## src/rtl/chan_512_if_switch_pkg.sv

```systemverilog
// Shared definitions for the IF switch controller: FSM encoding and the
// bit layout of the software register word.
package chan_512_if_switch_pkg;

  typedef enum logic [2:0] {
    ST_IDLE      = 3'd0,
    ST_BLANK_PRE = 3'd1,
    ST_SWITCH    = 3'd2,
    ST_SETTLE    = 3'd3,
    ST_RELEASE   = 3'd4
  } state_e;

  localparam int SEL_LSB         = 0;
  localparam int FORCE_BLANK_BIT = 4;
  localparam int SETTLE_LSB      = 16;
  localparam int SETTLE_W        = 16;
  localparam int TIMER_W         = 16;

endpackage

```

## src/rtl/if_switch_timer.sv

```systemverilog
// Loadable down-counter with a zero flag; times both the pre-switch
// blanking and the post-switch settle waits.
module if_switch_timer #(
  parameter int W = 16
) (
  input  logic         clk_i,
  input  logic         rst_i,
  input  logic         load_i,
  input  logic [W-1:0] load_val_i,
  input  logic         dec_i,
  output logic         zero_o
);

  logic [W-1:0] cnt_q;
  logic [W-1:0] cnt_d;

  always_comb begin
    cnt_d = cnt_q;
    if (load_i) begin
      cnt_d = load_val_i;
    end else if (dec_i && (cnt_q != '0)) begin
      cnt_d = cnt_q - W'(1);
    end
  end

  always_ff @(posedge clk_i or posedge rst_i) begin
    if (rst_i) begin
      cnt_q <= '0;
    end else begin
      cnt_q <= cnt_d;
    end
  end

  assign zero_o = (cnt_q == '0);

endmodule

```

## src/rtl/chan_512_if_switch_ctrl.sv

```systemverilog
// IF switch sequencer: blanks the datapath, applies a new select, waits for
// the switch to settle, then releases with a one-cycle sync pulse.
module chan_512_if_switch_ctrl
  import chan_512_if_switch_pkg::*;
#(
  parameter int SEL_W   = 2,
  parameter int PRE_CYC = 4,
  parameter int CNT_W   = 16
) (
  input  logic             user_clk,
  input  logic             user_rst,
  input  logic [31:0]      reg_in,
  output logic [SEL_W-1:0] sw_sel,
  output logic             blank,
  output logic             busy,
  output logic             sync_out,
  output logic [CNT_W-1:0] change_cnt,
  output state_e           dbg_state
);

  localparam logic [TIMER_W-1:0] PRE_LOAD = TIMER_W'(PRE_CYC - 1);

  logic [31:0]         reg_q;
  state_e              state_q, state_d;
  logic [SEL_W-1:0]    target_q, target_d;
  logic [SETTLE_W-1:0] settle_q, settle_d;
  logic [SEL_W-1:0]    sw_sel_q, sw_sel_d;
  logic                blank_q, blank_d;
  logic                busy_q, busy_d;
  logic                sync_q, sync_d;
  logic [CNT_W-1:0]    cnt_q, cnt_d;

  logic                tmr_load;
  logic [TIMER_W-1:0]  tmr_val;
  logic                tmr_dec;
  logic                tmr_zero;

  logic [SEL_W-1:0]    req_sel;
  logic [SETTLE_W-1:0] req_settle;
  logic                unused_reg_bits;

  assign req_sel         = reg_q[SEL_LSB +: SEL_W];
  assign req_settle      = reg_q[SETTLE_LSB +: SETTLE_W];
  assign unused_reg_bits = ^reg_q;

  if_switch_timer #(.W(TIMER_W)) u_timer (
    .clk_i      (user_clk),
    .rst_i      (user_rst),
    .load_i     (tmr_load),
    .load_val_i (tmr_val),
    .dec_i      (tmr_dec),
    .zero_o     (tmr_zero)
  );

  // Timer is loaded with (count-1) on entry so each wait lasts exactly count cycles.
  always_comb begin
    state_d  = state_q;
    target_d = target_q;
    settle_d = settle_q;
    tmr_load = 1'b0;
    tmr_val  = '0;
    tmr_dec  = 1'b0;
    case (state_q)
      ST_IDLE: begin
        if (req_sel != sw_sel_q) begin
          target_d = req_sel;
          settle_d = req_settle;
          tmr_load = 1'b1;
          tmr_val  = PRE_LOAD;
          state_d  = ST_BLANK_PRE;
        end
      end
      ST_BLANK_PRE: begin
        if (tmr_zero) state_d = ST_SWITCH;
        else          tmr_dec = 1'b1;
      end
      ST_SWITCH: begin
        if (settle_q == '0) begin
          state_d = ST_RELEASE;
        end else begin
          tmr_load = 1'b1;
          tmr_val  = TIMER_W'(settle_q - SETTLE_W'(1));
          state_d  = ST_SETTLE;
        end
      end
      ST_SETTLE: begin
        if (tmr_zero) state_d = ST_RELEASE;
        else          tmr_dec = 1'b1;
      end
      ST_RELEASE: state_d = ST_IDLE;
      default:    state_d = ST_IDLE;
    endcase
  end

  // Outputs are computed from the next state so they line up with it once registered.
  // Force-blank uses the incoming word so blank tracks reg_q[4] cycle for cycle.
  always_comb begin
    sw_sel_d = (state_d == ST_SWITCH) ? target_q : sw_sel_q;
    blank_d  = (state_d == ST_BLANK_PRE) || (state_d == ST_SWITCH) ||
               (state_d == ST_SETTLE) || reg_in[FORCE_BLANK_BIT];
    busy_d   = (state_d != ST_IDLE);
    sync_d   = (state_d == ST_RELEASE);
    cnt_d    = (state_d == ST_RELEASE) ? cnt_q + CNT_W'(1) : cnt_q;
  end

  always_ff @(posedge user_clk or posedge user_rst) begin
    if (user_rst) begin
      reg_q    <= '0;
      state_q  <= ST_IDLE;
      target_q <= '0;
      settle_q <= '0;
      sw_sel_q <= '0;
      blank_q  <= 1'b0;
      busy_q   <= 1'b0;
      sync_q   <= 1'b0;
      cnt_q    <= '0;
    end else begin
      reg_q    <= reg_in;
      state_q  <= state_d;
      target_q <= target_d;
      settle_q <= settle_d;
      sw_sel_q <= sw_sel_d;
      blank_q  <= blank_d;
      busy_q   <= busy_d;
      sync_q   <= sync_d;
      cnt_q    <= cnt_d;
    end
  end

  assign sw_sel     = sw_sel_q;
  assign blank      = blank_q;
  assign busy       = busy_q;
  assign sync_out   = sync_q;
  assign change_cnt = cnt_q;
  assign dbg_state  = state_q;

endmodule

```

## config.mk

```make
export PLATFORM = sky130hd
export DESIGN_NAME = chan_512_if_switch_ctrl
export DESIGN_NICKNAME = d
export VERILOG_FILES = /design/src/rtl/chan_512_if_switch_pkg.sv /design/src/rtl/if_switch_timer.sv /design/src/rtl/chan_512_if_switch_ctrl.sv
export SDC_FILE = /design/constraint.sdc
export NUM_CORES = 1
export LEC_CHECK = 0
export ABC_AREA = 1
export ABC_CLOCK_PERIOD_IN_PS = 2000
export BUFFER_PORTS_ARGS = -buffer_cell sky130_fd_sc_hd__buf_2
export CAP_MARGIN = 10
export CORE_ASPECT_RATIO = 0.75
export CORE_MARGIN = 2
export CORE_UTILIZATION = 25
export CTS_BUF_LIST = sky130_fd_sc_hd__clkbuf_16
export CTS_CLUSTER_SIZE = 28
export DETAILED_ROUTE_END_ITERATION = 10
export GPL_TIMING_DRIVEN = 1
export MAX_ROUTING_LAYER = met4
export PLACE_DENSITY = 0.45
export SLEW_MARGIN = 20
export SYNTH_ARGS = -nofsm -noshare
export SYNTH_HDL_FRONTEND = slang
export SYNTH_HIERARCHICAL = 1
export SYNTH_SLANG_ARGS = --single-unit
```

## constraint.sdc

```tcl
create_clock -name user_clk -period 2 [get_ports user_clk]
set_input_delay 0.2 -clock user_clk [delete_from_list [all_inputs] [get_ports user_clk]]
set_output_delay 0.2 -clock user_clk [all_outputs]
set_load 0.01 [all_outputs]
```

---- Yosys cells after proc, flatten, opt, wreduce, memory -nomap -nowiden ----
Index checks and enable logic that the tools add are counted.
storage, ports and cells
  register bits ........................... 90
  input port bits ......................... 34
  output and inout port bits .............. 24
  word-level logic and storage cells ...... 48
cells by class
  add/subtract/negate cells ............... 3
  equality and inequality tests ........... 8
  mux-type cells .......................... 15
  reductions and logical operators ........ 12
operators by type and width
  kind                   count
  $mux 16                3
  $logic_not 16->1       2
  $pmux 16 s2            1
  $sub 16x1->16 const B  2
  $add 16x1->16 const B  1
  $reduce_bool 16->1     1
  $eq 3x2->1 const B     4
  $mux 3                 4
  $pmux 3 s4             1
  $eq 3x1->1 const B     2
  $mux 1                 4
  $eq 3x3->1 const B     1
  $logic_not 3->1        1
  $logic_or 1x1->1       3
  $reduce_bool 3->1      1
  $mux 2                 1
  $ne 2x2->1             1
  $pmux 1 s2             1
  $reduce_and 2->1       1
  $reduce_bool 2->1      1
  $reduce_or 2->1        1
  $logic_and 1x1->1      1

---- Longest topological paths before layout ----
  depth in word-level cells ............... 7
  depth in mapped cells ................... 15
  gate-level depth less buffers ........... 12

---- By module ----
The synthesis kept the hierarchy.
modules (own cells, without submodules)
  module                   times used  cells an instance  area each (um^2)  sequential area each (um^2)
  chan_512_if_switch_ctrl  1           380                3016.6            1501.4
  if_switch_timer          1           170                1126.1            400.4

---- Least setup slack after synthesis ----
Ideal clock, no wire load.
  path kind ............................... register to register
  from .................................... register u_timer.cnt_q[0]
  to ...................................... register cnt_q[0] (netlist: change_cnt[0])
  setup time .............................. 117 ps
  data arrival time ....................... 2044 ps
  data required time ...................... 1883 ps
  setup slack ............................. -161 ps
  cell stages (with the launch flop) ...... 11
  buffers on the path ..................... 1
  clock period less this slack ............ 2161 ps
  path through ............................ dfrtp_1 -> inv_1 -> ha_1 -> nand2_2 -> nor2_1 -> nand3b_1 -> nor3_1 -> nand3_2 -> clkbuf_1 -> nand3_1 -> nand2_1
between the ends
  longest elaborated chain between the ends .. 4
  elaborated cells on any way between the ends .. 5
  those cells by class .................... 1 x eq/ne; 3 x mux; 1 x reduce/logical
RTL lines
  item                       RTL line                                                      source
  from (decl)                if_switch_timer.sv:14                                         logic [W-1:0] cnt_q;
  from (signal assigned)     if_switch_timer.sv:30                                         cnt_q <= cnt_d;
  $logic_not 16->1 *         if_switch_timer.sv:34                                         assign zero_o = (cnt_q == '0);
  net tmr_zero               chan_512_if_switch_ctrl.sv:36                                 logic tmr_zero;
  $mux 3 (on tied branches)  chan_512_if_switch_ctrl.sv:87, chan_512_if_switch_ctrl.sv:74
  $pmux 3 s4 *               chan_512_if_switch_ctrl.sv:63                                 case (state_q)
  $eq 3x3->1 *               chan_512_if_switch_ctrl.sv:103                                cnt_d = (state_d == ST_RELEASE) ? cnt_q + CNT_W'(1) : cnt_q;
  to (signal assigned)       chan_512_if_switch_ctrl.sv:126                                cnt_q <= cnt_d;
  to (decl)                  chan_512_if_switch_ctrl.sv:31                                 logic [CNT_W-1:0] cnt_q, cnt_d;
Mark *: on every way through the listed nets, which the timed path passes. The rest lies on a longest branch.
A chain may end at the register's enable or synchronous reset.

---- Worst setup path in the final report ----
  from .................................... register u_timer.cnt_q[0]
  to ...................................... register cnt_q[12] (netlist: change_cnt[12])
Same word-level chain as after synthesis.

==> impl_metrics.ini <==
[setup_path]
critPathArrivalTime_ns = 2.21
path_delay_family = simple AND/OR/NAND/NOR gates
max_stage_delay_ns = 0.39
cp-start-kind = flop
cp_cell_sequence = inv_2, ha_4, nand2_4, nor2_4, nand3b_1, nor3_2, buf_4, nand3_4, buf_8, nand3_1, nand2_1
crit_fanout = 13
path_class = flop to flop
crit_buf_inv = 3
worstPathRequired_ns = 2.24
end_kind = flop
worst_path_max_delay_cell = dfrtp_1

[route]
vias_per_cell = 4.30
routed_wl_um = 10900
firstDrtPassIters = 4
wl_per_cell_um = 12.4
vias = 3766
drtAntennaViolNets = 0
post-route-drc-count = 0
drtIter0Drc = 204

[grt]
grt_pass1_wl_um = 18400
grt_max_degree = 47
grt_usage_pct = 13.6
grt_pass1_vias = 3624
antenna_found_initial = 0
overflow = 0

[power_and_ir_drop]
switching_share_pct = 39.2
internal_power_mw = 4.17
total_leakage_power_nw = 2.73
clockPowerShare_pct = 24.2
vdd_drop_max_uv = 533
pwr-share-comb_pct = 42.6
seq_power_share_pct = 33.3
switching_power_mw = 2.69
power.density_mw_per_mm2 = 1250

[floorplanning]
rows = 40
die-area_mm2 = 0.0176
die_y_um = 115
coreArea_mm2 = 0.0161
start_util_pct = 25.7
die_x_um = 153
ios = 58

[synthesis]
netlist_area_mm2 = 0.00414
yosysTopAreaCell = dfrtp_1
synth_top_cell_area_share_pct = 45.9
synthCells = 550
syn_avg_cell_area_um2 = 7.53
netlist-cell-type-count = 33
synth.ff_latch_count = 76
synthTopCellsByArea = dfrtp_1 46%, nand2_1 16%, nand3_1 7.7%, nor2_1 7.3%, inv_1 4.1%
yosysSeqAreaShare_pct = 45.9
synth_warnings = 6
synth_fp_nets = 588

[cts]
cts_root_buffer = clkbuf_16
clockBufferDepth = 2
cts_buffers = 9
clock-sinks = 76
htreeDepth = 3
path_clk_slew_ns = 0.06
clk_latency_ns = 0.35
tritoncts = yes

[finish]
multiInputGateArea_mm2 = 0.00206
antennaDiodeCount = 0
final_area_mm2 = 0.00550
drive_above_1_share_pct = 23.6
num-nets-final = 699
area_growth_pct = 32.8
final.fill_count = 1738
utilization_pct = 34.1
regArea_mm2 = 0.00190

[min_path]
min_path_type = input port to flop

[timing]
worst_slew_pin_slew_ns = 0.667
drv_slew = 0
maxSlewHeadroom_pct = 55.5
hold_slack_ns = 0.0375
fin_crit_ns = 1.96
finalHoldViolCount = 0
period_share_pct = 98.2
finalSetupTns_ns = 0
final-setup-viol-count = 0
fmax_ghz = 0.509
skew_ns = 0.00430
rsz0062_at_grt = yes

[placed_design]
gp_congestion = 0.889
placed_cell_area_mm2 = 0.00490
portBuffers = 44
place_hpwl_um = 8000

[status]
outcome = complete, no violations

[run]
max-cap-violations = 0
## tightest hold or removal path, cell delays in order
cell and delay (ns):
buf_2 0.07, inv_1 0.03, nand2_1 0.05
## cell usage after synthesis (all sizes together)
cell type and count:
o21bai 2, xor2 14, o21ai 12, and2 1, buf 7, or2 5
dlygate4sd1 1, nor2 93, clkinv 1, a21oi 13, nor3 3, nand4 10
ha 4, dfrtp 76, clkbuf 2, nand3b 1, nand2 184, xnor2 7
nand3 66, inv 48
## layout by cell type (no fill, tap or decap), types with 3 or more instances in the layout
cell and instances:
buf_2 44, xor2_1 14, xnor2_1 7, inv_6 3, nand4_1 10, nand2_2 5, o21ai_0 9, o21ai_1 3
clkbuf_16 9, dfrtp_1 75, ha_1 3, nor2_2 16, nand2_1 174, nor2_4 4, a21oi_1 13, nor2_1 72
nand3_1 63, or2_2 4, nand2_4 4, inv_1 41, buf_4 45, dlygate4sd3_1 19, clkinv_2 3, inv_2 6
## sequential cells by signal (all words and copies together), names as in the netlist
name           cells
reg_q             18
target_q           2
busy               1
blank              1
change_cnt        16
settle_q          16
dbg_state          3
u_timer/cnt_q     16
sw_sel             2
sync_out           1
## power by group through the flow
stage	Clock, mW	Sequential, mW	Combinational (mW)
floorplan	0	2.28	1.75
finish	1.66	2.28	2.92
global route	1.80	2.34	3.29
global placement	0	2.27	2.74
detailed placement	0	2.27	2.75
CTS	1.72	2.26	2.79
## stage by stage
stage          worst slack, ns  instances  power, mW
3_5_place_dp            0.0404        838       5.03
5_1_grt                -0.0740        876       7.44
2_1_floorplan          0.00340        550       4.02
3_3_place_gp            0.0876        838       5.01
6_report                0.0360        876       6.86
4_1_cts                 0.0167        873       6.76
## final cells by class
class                           count  share of cell area, %
Multi-Input combinational cell    415                   37.5
Sequential cell                    76                   34.6
Timing Repair Buffer              110                   14.2
Tap cell                          210                   4.78
Clock buffer                        9                   4.09
Inverter                           49                   3.46
Clock inverter                      7                   1.34
## worst paths after layout
kind | from | endpoint | slack [ns] | cells past startpoint
setup / recovery | u_timer/cnt_q[0]$_DFFE_PP0P_ | change_cnt[12]$_DFFE_PP0P_ | 0.04 | 11
hold / removal | reg_in[4] | blank$_DFF_PP0_ | 0.04 | 3
setup reg to reg | u_timer/cnt_q[0]$_DFFE_PP0P_ | change_cnt[12]$_DFFE_PP0P_ | 0.04 | 11
hold reg to reg | reg_q[20]$_DFF_PP0_ | settle_q[4]$_DFFE_PP0P_ | 0.48 | 2
max in group asynchronous | user_rst | u_timer/cnt_q[8]$_DFFE_PP0P_ | 1.01 | 3
min in group asynchronous | user_rst | change_cnt[15]$_DFFE_PP0P_ | 0.39 | 3
## per-layer routing
| metal | vias to the layer above | track usage [%] | share of wire (%) |
|---|---|---|---|
| met2 | 62 | 19.0 | 41 |
| met4 | 0 | 3.15 | 0.55 |
| met5 | - | - | 0 |
| met1 | 1734 | 19.5 | 52 |
| met3 | 10 | 3.70 | 5.9 |
| li1 | 1960 | - | - |
## cells by family after synthesis
logic type	Yosys count	synth area share, %
adders and majority gates	4	1.21
AOI/OAI and AO/OA	27	3.38
DFF	76	45.9
buffers and inverters	59	6.40
xor gates and xnor gates	21	4.44
and+or+nand+nor	363	38.7
## repair_timing
action                                  CTS  global route
endpoints found under the setup margin    0            35
gates resized for setup                   0            25
hold endpoints to repair                 32             0
hold buffers                             19             0
buffers inserted                          0             3
Note: power is estimated with default switching activity, not from simulation.
